**config.mk**
```make
export PLATFORM = sky130hd
export DESIGN_NAME = fila_resposta_uart
export DESIGN_NICKNAME = d
export VERILOG_FILES = /design/src/rtl/fila_resposta_uart_pkg.sv /design/src/rtl/fila_resposta_uart_fila_sincrona.sv /design/src/rtl/fila_resposta_uart.sv
export SDC_FILE = /design/constraint.sdc
export NUM_CORES = 1
export LEC_CHECK = 0
export BUFFER_PORTS_ARGS = -buffer_cell sky130_fd_sc_hd__buf_4
export CAP_MARGIN = 20
export CORE_MARGIN = 5
export CORE_UTILIZATION = 55
export DETAILED_ROUTE_END_ITERATION = 6
export PLACE_DENSITY_LB_ADDON = 0.1
export SYNTH_ARGS = -nofsm -noshare
export SYNTH_HDL_FRONTEND = slang
export SYNTH_SLANG_ARGS = --single-unit
```
**constraint.sdc**
```tcl
create_clock -name clock -period 6.36 [get_ports clock]
set_input_delay 0.954 -clock clock [delete_from_list [all_inputs] [get_ports clock]]
set_output_delay 0.954 -clock clock [all_outputs]
set_load 0.05 [all_outputs]
```
**src/rtl/fila_resposta_uart_pkg.sv**
```systemverilog
// Purpose: shared types for the sensor/UART response path (FSM states, byte width, response pair).
// Latency: n/a (declarations only).
// Backpressure: n/a.
package fila_resposta_uart_pkg;

    localparam int BYTE_W = 8;
    localparam int PAR_W  = 2 * BYTE_W;

    typedef enum logic [2:0] {
        OCIOSO     = 3'd0,
        ENVIA_CMD  = 3'd1,
        ESPERA_CMD = 3'd2,
        ENVIA_VAL  = 3'd3,
        ESPERA_VAL = 3'd4
    } estado_t;

    // Command byte in the upper half, value byte in the lower half.
    typedef struct packed {
        logic [BYTE_W-1:0] cmd;
        logic [BYTE_W-1:0] val;
    } par_t;

endpackage

```
**src/rtl/fila_resposta_uart_fila_sincrona.sv**
```systemverilog
// Purpose: synchronous circular FIFO with occupancy count.
// Latency: write visible at head one cycle after push; head is combinational from storage.
// Backpressure: push dropped when full unless a pop happens in the same cycle.
//
// Ports: clock/reset (async active-low), i_push/i_dat write side, i_pop read side,
//        o_head current head word, o_count occupancy, o_full/o_empty status.
module fila_sincrona #(
    parameter int WIDTH = 16,
    parameter int DEPTH = 4
) (
    input  logic                     clock,
    input  logic                     reset,
    input  logic                     i_push,
    input  logic [WIDTH-1:0]         i_dat,
    input  logic                     i_pop,
    output logic [WIDTH-1:0]         o_head,
    output logic [$clog2(DEPTH):0]   o_count,
    output logic                     o_full,
    output logic                     o_empty
);

    localparam int PTR_W = $clog2(DEPTH);
    localparam int CNT_W = PTR_W + 1;

    logic [WIDTH-1:0] r_mem [DEPTH];
    logic [PTR_W-1:0] r_wr_ptr;
    logic [PTR_W-1:0] r_rd_ptr;
    logic [CNT_W-1:0] r_count;

    logic w_do_push;
    logic w_do_pop;

    assign o_full   = (r_count == CNT_W'(DEPTH));
    assign o_empty  = (r_count == '0);
    assign w_do_pop = i_pop && !o_empty;
    // A pop in the same cycle frees the slot, so a full FIFO still accepts.
    assign w_do_push = i_push && (!o_full || w_do_pop);

    assign o_head  = r_mem[r_rd_ptr];
    assign o_count = r_count;

    always_ff @(posedge clock) begin
        if (w_do_push) begin
            r_mem[r_wr_ptr] <= i_dat;
        end
    end

    // DEPTH is a power of two, so natural pointer overflow is the modulo wrap.
    always_ff @(posedge clock or negedge reset) begin
        if (!reset) begin
            r_wr_ptr <= '0;
            r_rd_ptr <= '0;
            r_count  <= '0;
        end else begin
            if (w_do_push) r_wr_ptr <= r_wr_ptr + PTR_W'(1);
            if (w_do_pop)  r_rd_ptr <= r_rd_ptr + PTR_W'(1);
            case ({w_do_push, w_do_pop})
                2'b10:   r_count <= r_count + CNT_W'(1);
                2'b01:   r_count <= r_count - CNT_W'(1);
                default: r_count <= r_count;
            endcase
        end
    end

endmodule

```
**src/rtl/fila_resposta_uart.sv**
```systemverilog
// Purpose: buffers sensor response pairs and feeds them to a UART, command byte then value byte.
// Latency: push into empty buffer with idle UART -> tx_start two cycles after the push edge.
// Backpressure: waits on tx_busy before each pair/value byte; pushes into a full buffer are dropped (sticky overflow).
//
// Ports: clock, reset (async active-low); dados_prontos/response_command/response_value from the
//        sensor stage; tx_busy/tx_done from the UART; tx_start/tx_data to the UART;
//        fila_count occupancy, overflow sticky drop flag.
module fila_resposta_uart
    import fila_resposta_uart_pkg::*;
#(
    parameter int DEPTH = 4
) (
    input  logic                   clock,
    input  logic                   reset,
    input  logic                   dados_prontos,
    input  logic [BYTE_W-1:0]      response_command,
    input  logic [BYTE_W-1:0]      response_value,
    input  logic                   tx_busy,
    input  logic                   tx_done,
    output logic                   tx_start,
    output logic [BYTE_W-1:0]      tx_data,
    output logic [$clog2(DEPTH):0] fila_count,
    output logic                   overflow
);

    estado_t          r_state;
    estado_t          w_next;
    logic             r_dp_prev;
    logic             r_overflow;

    logic             w_push;
    logic             w_pop;
    logic [PAR_W-1:0] w_head_dat;
    par_t             w_head;
    logic             w_full;
    logic             w_empty;

    assign w_push   = dados_prontos && !r_dp_prev;
    // The head pair leaves only once its value byte has fully gone out.
    assign w_pop    = (r_state == ESPERA_VAL) && tx_done;
    assign w_head   = par_t'(w_head_dat);
    assign overflow = r_overflow;

    fila_sincrona #(
        .WIDTH (PAR_W),
        .DEPTH (DEPTH)
    ) u_fila (
        .clock   (clock),
        .reset   (reset),
        .i_push  (w_push),
        .i_dat   ({response_command, response_value}),
        .i_pop   (w_pop),
        .o_head  (w_head_dat),
        .o_count (fila_count),
        .o_full  (w_full),
        .o_empty (w_empty)
    );

    always_ff @(posedge clock or negedge reset) begin
        if (!reset) begin
            r_state    <= OCIOSO;
            r_dp_prev  <= 1'b0;
            r_overflow <= 1'b0;
        end else begin
            r_state   <= w_next;
            r_dp_prev <= dados_prontos;
            if (w_push && w_full && !w_pop) begin
                r_overflow <= 1'b1;
            end
        end
    end

    // tx_data follows the head pair from the start request until its tx_done;
    // the head cannot change meanwhile because pops only happen at the end of a pair.
    always_comb begin
        w_next   = r_state;
        tx_start = 1'b0;
        tx_data  = '0;
        case (r_state)
            OCIOSO: begin
                if (!w_empty && !tx_busy) w_next = ENVIA_CMD;
            end
            ENVIA_CMD: begin
                tx_start = 1'b1;
                tx_data  = w_head.cmd;
                w_next   = ESPERA_CMD;
            end
            ESPERA_CMD: begin
                tx_data = w_head.cmd;
                if (tx_done) w_next = ENVIA_VAL;
            end
            ENVIA_VAL: begin
                tx_data = w_head.val;
                if (!tx_busy) begin
                    tx_start = 1'b1;
                    w_next   = ESPERA_VAL;
                end
            end
            ESPERA_VAL: begin
                tx_data = w_head.val;
                if (tx_done) w_next = OCIOSO;
            end
            default: w_next = OCIOSO;
        endcase
    end

endmodule

```
==> run_results.csv <==
group,metric,value,unit
placement,io_buffers,33,
synthesis,ys_types,32,
worst_setup_path,critPathArrivalTime,2.29,ns
finish,mostFrequentLayoutCells,"edfxtp_1 (64), buf_4 (33), o21ai_0 (17)",
floorplanning,core_area,0.00554,mm2
run,cap_violations,0,
timing,final_max_slew_viol_count,0,
timing,clock_skew,0.00787,ns
drt,drt_first_iter_violations,86,
drt,drc,0,
worst_setup_path,required,5.41,ns
synthesis,syn_nets,201,
timing,max_freq,0.308,GHz
clock_tree,htreeDepth,3,
synthesis,synth_top_area_cell,"edfxtp_1",
drt,routed-via-count,1589,
global_route,track_usage,17.0,%
worst_setup_path,criticalPathCategory,"reg2out",
pwr,peakVddDrop,280,uV
synthesis,yosysWarnings,0,
timing,rsz0062_at_grt,"false",
worst_hold_path,hold_path.class,"in2async",
synthesis,synth_area,0.00315,mm2
clock_tree,root_buffer,"clkbuf_8",
timing,finalCritPeriodShare,51.0,%
clock_tree,cts.sink_count,76,
placement,dp_cells,272,
drt,dr.pass1.iters,4,
synthesis,avgSynthCellArea,18.1,um2
synthesis,synth_top_area_share,61.1,%
drt,via_per_inst,5.50,
finish,final_common_cell,"edfxtp_1",
global_route,grt_pass1_vias,1766,
floorplanning,start_util,56.8,%
timing,finalCriticalPeriod,3.25,ns
global_route,grt_pass1_wl,9160,um
worst_setup_path,cp_max_fo,11,
global_route,grt-ovfl-total,0,
timing,final_hold_viol_count,0,
drt,ant_nets,0,
drt,wirelength,5490,um
finish,area_delta_synth_final,15.7,%
synthesis,syn-instance-count,174,
clock_tree,postCtsHoldBufs,0,
placement,place_congestion,0.754,
finish,fin_cells,289,
pwr,powerDensity,467,mW/mm2
clock_tree,max-clock-path-buffers,2,
drt,wl_per_cell,19.0,um
timing,finalSetupViolations,0,
global_route,antenna_found_initial,0,
clock_tree,clk_latency,0.34,ns
clock_tree,cts_resized,0,
placement,hpwlAfterDp,3770,um
synthesis,synth-seq-cells,76,
timing,setup_tns,0,ns
timing,hold_ws,0.434,ns
worst_setup_path,cp-end-kind,"output pin",
floorplanning,die_x,85.6,um
floorplanning,die_h,85.6,um
synthesis,synthTopCellsByArea,"edfxtp_1 (61%), mux4_2 (11%), dfrtp_1 (9.5%)",
finish,antenna_cells,0,
timing,tightest_slew,0.909,ns
clock_tree,cts_setup_buffers,0,
floorplanning,io_pins,34,
finish,num-nets-final,239,
floorplanning,floorplan.rows,27,
clock_tree,cts_tree,"done",
clock_tree,clk_pin_slew,0.08,ns
pwr,p_leak,1.30,nW
timing,slew_headroom,39.3,%
clock_tree,cts_buffers,9,
synthesis,synth-seq-area-share,70.6,%
run_status,outcome,"complete, no violations",
floorplanning,dieArea,0.00733,mm2
finish,drive_gt1_share,31.8,%
worst_setup_path,start_kind,"register",
global_route,grt_max_degree,19,
[worst paths after layout]
kind,slack (ns),from,to,cells after the start
max,3.11,r_state[1],tx_data[5],4
min in group clock,0.48,overflow,overflow,1
max reg2reg,3.92,r_state[1],u_fila.r_mem[3][14],3
min,0.43,reset,r_dp_prev,1
min reg2reg,0.48,overflow,overflow,1
max in group asynchronous,5.76,reset,u_fila.r_rd_ptr[1],1
[final cells by class]
class | count | area [um2]
multi-input cells | 82 | 846
clock inverters | 7 | 51.3
fillers | 416 | 1900
well taps | 72 | 90.1
repair buffers | 34 | 275
flip-flops and latches | 76 | 2220
inverters | 9 | 33.8
clock buffers | 9 | 124
[worst max-delay path: stages (launching register included)]
cell and delay (ns):
dfrtp_1 0.54, nor3b_1 0.79, o21ai_0 0.30, nand2_1 0.13, buf_4 0.20
[power breakdown]
part           internal, mW  switching [mW]  leakage (nW)
logic                 0.266           0.414         0.499
registers             0.621          0.0835         0.724
clock network         0.142           0.175        0.0759
total                  1.03           0.672          1.30
[stage by stage]
stage                     worst slack, ns  area [um2]  total power, mW  util, %
after floorplan                      3.67        3150             1.20        -
after global placement               3.29        3440             1.36     62.1
after detailed placement             3.25        3440             1.39     62.1
after CTS                            2.86        3610             1.70     65.2
after global routing                 2.89        3640             1.80     65.7
final                                3.11        3640             1.70     65.7
[state kept, by name, summed over array words and instances (netlist names)]
| name | count |
|---|---|
| u_fila.o_count | 3 |
| u_fila.r_mem | 64 |
| r_state | 3 |
| r_dp_prev | 1 |
| u_fila.r_wr_ptr | 2 |
| u_fila.r_rd_ptr | 2 |
| overflow | 1 |
[cells by family after synthesis]
| kind of cell | after synthesis | synth area share (%) |
|---|---|---|
| AOI/OAI and AO/OA | 23 | 4.81 |
| xor gates and xnor gates | 6 | 1.67 |
| muxes | 17 | 11.9 |
| buffers and inverters | 16 | 2.50 |
| DFF | 76 | 70.6 |
| adders and majority gates | 6 | 2.62 |
| and+or+nand+nor | 30 | 5.85 |
[layer usage]
metal	share of wire (%)	global-route usage (%)	up-vias
li1	-	-	749
met1	44	22.0	802
met2	50	27.5	30
met3	3.8	4.03	8
met4	1.9	7.77	0
met5	0	0	-
[synth_stat cells, drive strengths merged]
| cell | n |
|---|---|
| edfxtp | 64 |
| o21ai | 17 |
| mux4 | 16 |
| dfrtp | 12 |
| nand2 | 10 |
| inv | 9 |
| buf | 7 |
| ha | 5 |
| nor2 | 5 |
| and2 | 4 |
| nor3b | 4 |
| xnor2 | 3 |
| xor2 | 3 |
| a211oi | 1 |
| a21oi | 1 |
| a221oi | 1 |
| a311oi | 1 |
| a41o | 1 |
| and2b | 1 |
| and3b | 1 |
| fa | 1 |
| mux2 | 1 |
| nand2b | 1 |
| nand4 | 1 |
| nand4bb | 1 |
| nor3 | 1 |
| o32ai | 1 |
| or3 | 1 |
(Power assumes the default switching activity.)
